$ cat src/rtl/fetch_unit.sv
// fetch_unit: multi-cycle instruction fetch and execute-phase sequencer with PC update logic.
// Optional macro FETCH_MISALIGN_TRAP_EN: a misaligned PC target raises fault and halts until reset.
module fetch_unit #(
   parameter logic [63:0] RESET_PC = 64'h0
) (
   input  logic        clock,
   input  logic        reset,
   input  logic [1:0]  PS,
   input  logic [63:0] k,
   input  logic [63:0] reg_in,
   input  logic        next_state,
   input  logic [31:0] imem_rdata,
   input  logic        imem_valid,
   output logic [63:0] imem_addr,
   output logic        imem_req,
   output logic [31:0] instr,
   output logic        p_state,
   output logic        instr_valid,
   output logic [63:0] PC,
   output logic [63:0] PC4,
   output logic        fault
);

   typedef enum logic [2:0] {FETCH, WAIT, EXEC0, EXEC1, HALT} state_t;

   state_t      state, state_nxt;
   logic [63:0] pc_q, target, pc_new;
   logic [31:0] instr_q;
   logic        fault_q, pc_upd, misalign, fsm_req;

   always_comb begin
      target = pc_q;
      case (PS)
         2'b00: target = pc_q;
         2'b01: target = pc_q + 64'd4;
         2'b10: target = pc_q + (k << 2);
         2'b11: target = reg_in;
         default: target = pc_q;
      endcase
   end

`ifdef FETCH_MISALIGN_TRAP_EN
   assign misalign = |target[1:0];
   assign pc_new   = target;
`else
   assign misalign = 1'b0;
   assign pc_new   = target & ~64'd3;
`endif

   // A two-phase instruction defers its PC update to EXEC1.
   assign pc_upd = (state == EXEC0 && !next_state) || (state == EXEC1);

   always_ff @(posedge clock or negedge reset) begin
      if (!reset) state <= FETCH;
      else        state <= state_nxt;
   end

   always_comb begin
      state_nxt   = state;
      fsm_req     = 1'b0;
      instr_valid = 1'b0;
      p_state     = 1'b0;
      case (state)
         FETCH: begin
            fsm_req   = 1'b1;
            state_nxt = WAIT;
         end
         WAIT: begin
            fsm_req = 1'b1;
            if (imem_valid) state_nxt = EXEC0;
         end
         EXEC0: begin
            instr_valid = 1'b1;
            if (next_state)    state_nxt = EXEC1;
            else if (misalign) state_nxt = HALT;
            else               state_nxt = FETCH;
         end
         EXEC1: begin
            instr_valid = 1'b1;
            p_state     = 1'b1;
            state_nxt   = misalign ? HALT : FETCH;
         end
         HALT:    state_nxt = HALT;
         default: state_nxt = FETCH;
      endcase
   end

   // State sits in FETCH throughout reset; the request must still stay low.
   assign imem_req = reset & fsm_req;

   always_ff @(posedge clock or negedge reset) begin
      if (!reset) begin
         pc_q    <= RESET_PC;
         instr_q <= 32'h0;
         fault_q <= 1'b0;
      end else begin
         if (state == WAIT && imem_valid) instr_q <= imem_rdata;
         if (pc_upd) begin
            pc_q <= pc_new;
            if (misalign) fault_q <= 1'b1;
         end
      end
   end

   assign imem_addr = pc_q;
   assign PC        = pc_q;
   assign PC4       = pc_q + 64'd4;
   assign instr     = instr_q;
   assign fault     = fault_q;

endmodule
$ cat config.mk
export PLATFORM = sky130hd
export DESIGN_NAME = fetch_unit
export DESIGN_NICKNAME = d
export VERILOG_FILES = /design/src/rtl/fetch_unit.sv
export SDC_FILE = /design/constraint.sdc
export NUM_CORES = 1
export LEC_CHECK = 0
export CAP_MARGIN = 20
export CORE_ASPECT_RATIO = 1.75
export CORE_UTILIZATION = 40
export DETAILED_ROUTE_END_ITERATION = 16
export PLACE_DENSITY = 0.74
export SYNTH_ARGS = -nofsm -noshare
export SYNTH_HDL_FRONTEND = slang
export SYNTH_SLANG_ARGS = --single-unit
$ cat constraint.sdc
create_clock -name clock -period 9.26 [get_ports clock]
set_clock_uncertainty 0.15 [all_clocks]
set_input_delay 2.315 -clock clock [delete_from_list [all_inputs] [get_ports clock]]
set_output_delay 2.315 -clock clock [all_outputs]
set_load 0.02 [all_outputs]
==> summary.md <==
| Metric | Value |
|---|---|
| Total power draw | `5.28 mW` |
| DRC marker count from the first detailed-route iteration | `777` |
| Setup TNS Final | `0 ns` |
| Clock slew at the register clock pins of the worst setup and hold paths | `0.08 ns` |
| Met2 usage | `53.9%` |
| DIE AREA | `26400 um^2` |
| Peak VDD IR | `188 uV` |
| Share of cells above drive strength 1 | `5.04%` |
| Hpwl dp | `30.4 mm` |
| Final hold vios | `0` |
| Area growth syn-to-layout | `37.3%` |
| Core area | `25200 um^2` |
| WP data required | `6.80 ns` |
| CTS buffer count | `9` |
| DR vias/cell | `5.82` |
| Final worst-path cycle share | `76.0%` |
| Largest net degree at the start of global routing | `67` |
| Hold slack | `0.355 ns` |
| Crit start category | `register` |
| Seq/Total Area, Yosys | `23.6%` |
| Initial Util | `40.8%` |
| Crit path max fanout | `10` |
| Cts hold-fix bufs | `0` |
| Ys flop type | `dfrtp_1` |
| YS warnings | `0` |
| CTS tree | `built` |
| #FFs+latches synth | `97` |
| Grt peak-use layer | `met2` |
| Post-synth EDFFs | `0` |
| Status | `completed` |
| RSZ-0062 raised after global routing | `no` |
| Met1 GRT Util | `31.6%` |
| Cell count after synthesis | `1335` |
| CTS HTree Levels | `3` |
| Initial antenna violation count | `2` |
| Netlist cell types | `74` |
| Final core occ | `56.0%` |
| Max-Cap Viols | `0` |
| Setup Fix Bufs, Post-CTS | `0` |
| Pwr per Cell Area | `373 nW/um^2` |
| Cell area after synthesis | `10300 um^2` |
| I/O pin total | `394` |
| Via count | `11205` |
| Worst hold path class | `reg2reg` |
| DR DRC count | `0` |
| Final setup violating endpoints | `0` |
| Crit Path Category | `reg2out` |
| GR Util met3 | `4.10%` |
| Clock latency on the worst-skew pair | `0.38 ns` |
| Row count | `77` |
| Syn avg cell area | `7.71 um^2` |
| Slew at the pin closest to its max-slew limit | `0.952 ns` |
| Die Ht | `214 um` |
| Slew Limit Fails | `0` |
| P_leak | `5.68 nW` |
| Max clock buf depth | `2` |
| Slew HR | `35.9%` |
| Die Width | `123 um` |
| Global-route wire length before repair | `60.0 mm` |
| Post-CTS Resized | `0` |
| GRT Resource Usage Total | `29.4%` |
| Post-synth ARST share | `100%` |
| WL per Instance | `20.5 um` |
| Final wirelength | `39.4 mm` |
| Global route overflow | `0` |
| Number of nets in the layout | `1830` |
| Routability Congestion | `0.946` |
| Crit path DAT | `4.57 ns` |
| Post-route antenna net violation count | `0` |
| Vias in the first global route | `11060` |
| Clock sink count | `97` |
| PortBufs | `382` |
| Drt pass-1 iters | `5` |
| CP endpoint kind | `primary output` |
| Clk root buf | `clkbuf_16` |
| Final Critical Period | `7.03 ns` |
| Fmax | `142 MHz` |
[routing by layer]
layer,vias to the layer above,part of all wire (%)
met2,512,53
met3,121,5.8
met5,-,0
met1,5282,36
li1,5290,-
met4,0,5.0
[Yosys cell counts (7+ instances only)]
| cell | number | area, um^2 |
|---|---|---|
| inv_1 | 34 | 128 |
| nor3_1 | 34 | 170 |
| o21bai_1 | 16 | 120 |
| nor2_1 | 117 | 439 |
| nand3_1 | 48 | 240 |
| ha_1 | 62 | 776 |
| and4_1 | 7 | 61.3 |
| o211ai_1 | 9 | 67.6 |
| and3_1 | 20 | 125 |
| nand2b_1 | 8 | 50.1 |
| or3_1 | 9 | 56.3 |
| buf_4 | 70 | 526 |
| o31ai_1 | 7 | 52.6 |
| xor2_1 | 40 | 350 |
| o21ai_0 | 52 | 260 |
| o21ai_1 | 67 | 335 |
| a221oi_1 | 22 | 193 |
| mux2i_1 | 13 | 130 |
| a21o_1 | 30 | 225 |
| buf_1 | 7 | 26.3 |
| buf_2 | 11 | 55.1 |
| nor2b_1 | 11 | 68.8 |
| o221ai_1 | 8 | 70.1 |
| nand4_1 | 32 | 200 |
| a22oi_1 | 29 | 218 |
| nand2_1 | 117 | 439 |
| xnor2_1 | 72 | 631 |
| clkbuf_1 | 58 | 218 |
| mux2_2 | 34 | 383 |
| dfrtp_1 | 97 | 2430 |
| and2_1 | 9 | 56.3 |
| a31oi_1 | 13 | 81.3 |
| a21oi_1 | 113 | 566 |
[cells in the final DEF (no fill, tap or decap), types with 13 or more instances in the layout]
cell,count
clkdlybuf4s50_1,379
nand2_1,117
nor2_1,117
a21oi_1,113
dfrtp_1,97
xnor2_1,72
o21ai_1,67
ha_1,62
o21ai_0,52
nand3_1,48
xor2_1,40
inv_1,34
mux2_2,34
nor3_1,33
nand4_1,32
a21o_1,30
a22oi_1,29
a221oi_1,22
and3_1,20
o21bai_1,16
buf_4,15
a31oi_1,13
mux2i_1,13
[state kept, by name (all words and copies together) (netlist names)]
signal and flops:
instr 32, state 3, PC 62
[cell type report]
| cell class | instances | area, um^2 |
|---|---|---|
| well taps | 316 | 395 |
| fillers | 2343 | 11100 |
| clock buffers | 10 | 239 |
| inverters | 36 | 135 |
| diodes | 2 | 5.00 |
| flip-flops and latches | 97 | 2430 |
| multi-input cells | 1062 | 6950 |
| repair buffers | 395 | 3910 |
| clock inverters | 6 | 76.3 |
[stage by stage]
step                      cells  cell area [um^2]  setup WS, ns
final                      1924             14100          2.23
after global routing       1924             14100          2.10
after CTS                  1922             14100          2.31
after detailed placement   1906             13800          2.70
after global placement     1906             13800          2.75
after floorplan            1341             10300          3.96
[worst max-delay path, stage by stage, from the launching register on]
cell             delay, ns
dfrtp_1               0.51
ha_1                  0.31
inv_1                 0.14
nor4_4                0.29
buf_4                 0.24
nand4_1               0.42
nor2_1                0.81
nand4_1               0.24
nor2_1                0.24
xor2_1                0.31
clkdlybuf4s50_1       0.68
[final timing paths]
kind                                             from                    end  slack (ns)  cells after the start
worst max-delay path                PC[3]$_DFFE_PN0P_                PC4[42]        2.23                     10
worst min-delay path            instr[13]$_DFFE_PN0P_  instr[13]$_DFFE_PN0P_        0.36                      1
worst max register to register      PC[2]$_DFFE_PN0P_     PC[60]$_DFFE_PN0P_        4.85                     13
worst min register to register  instr[13]$_DFFE_PN0P_  instr[13]$_DFFE_PN0P_        0.36                      1
max in group asynchronous                       reset     PC[57]$_DFFE_PN0P_        5.96                      2
min in group asynchronous                       reset  instr[17]$_DFFE_PN0P_        1.82                      1
[where the power goes]
group          switching [mW]  internal [mW]  leakage [nW]
registers               0.374          0.629          1.14
logic                    2.12           1.73          4.38
clock network           0.198          0.223         0.156
total                    2.70           2.58          5.68
[cells by family after synthesis]
kind of cell / share of synthesized area [%]
compound gates: 24.8
xor+xnor: 9.53
fa+ha+maj: 7.73
buf+inv: 9.32
flops: 23.6
mux: 5.31
other cells: 0.0364
simple gates: 19.7
No activity file was read; power rests on OpenSTA's default activity.
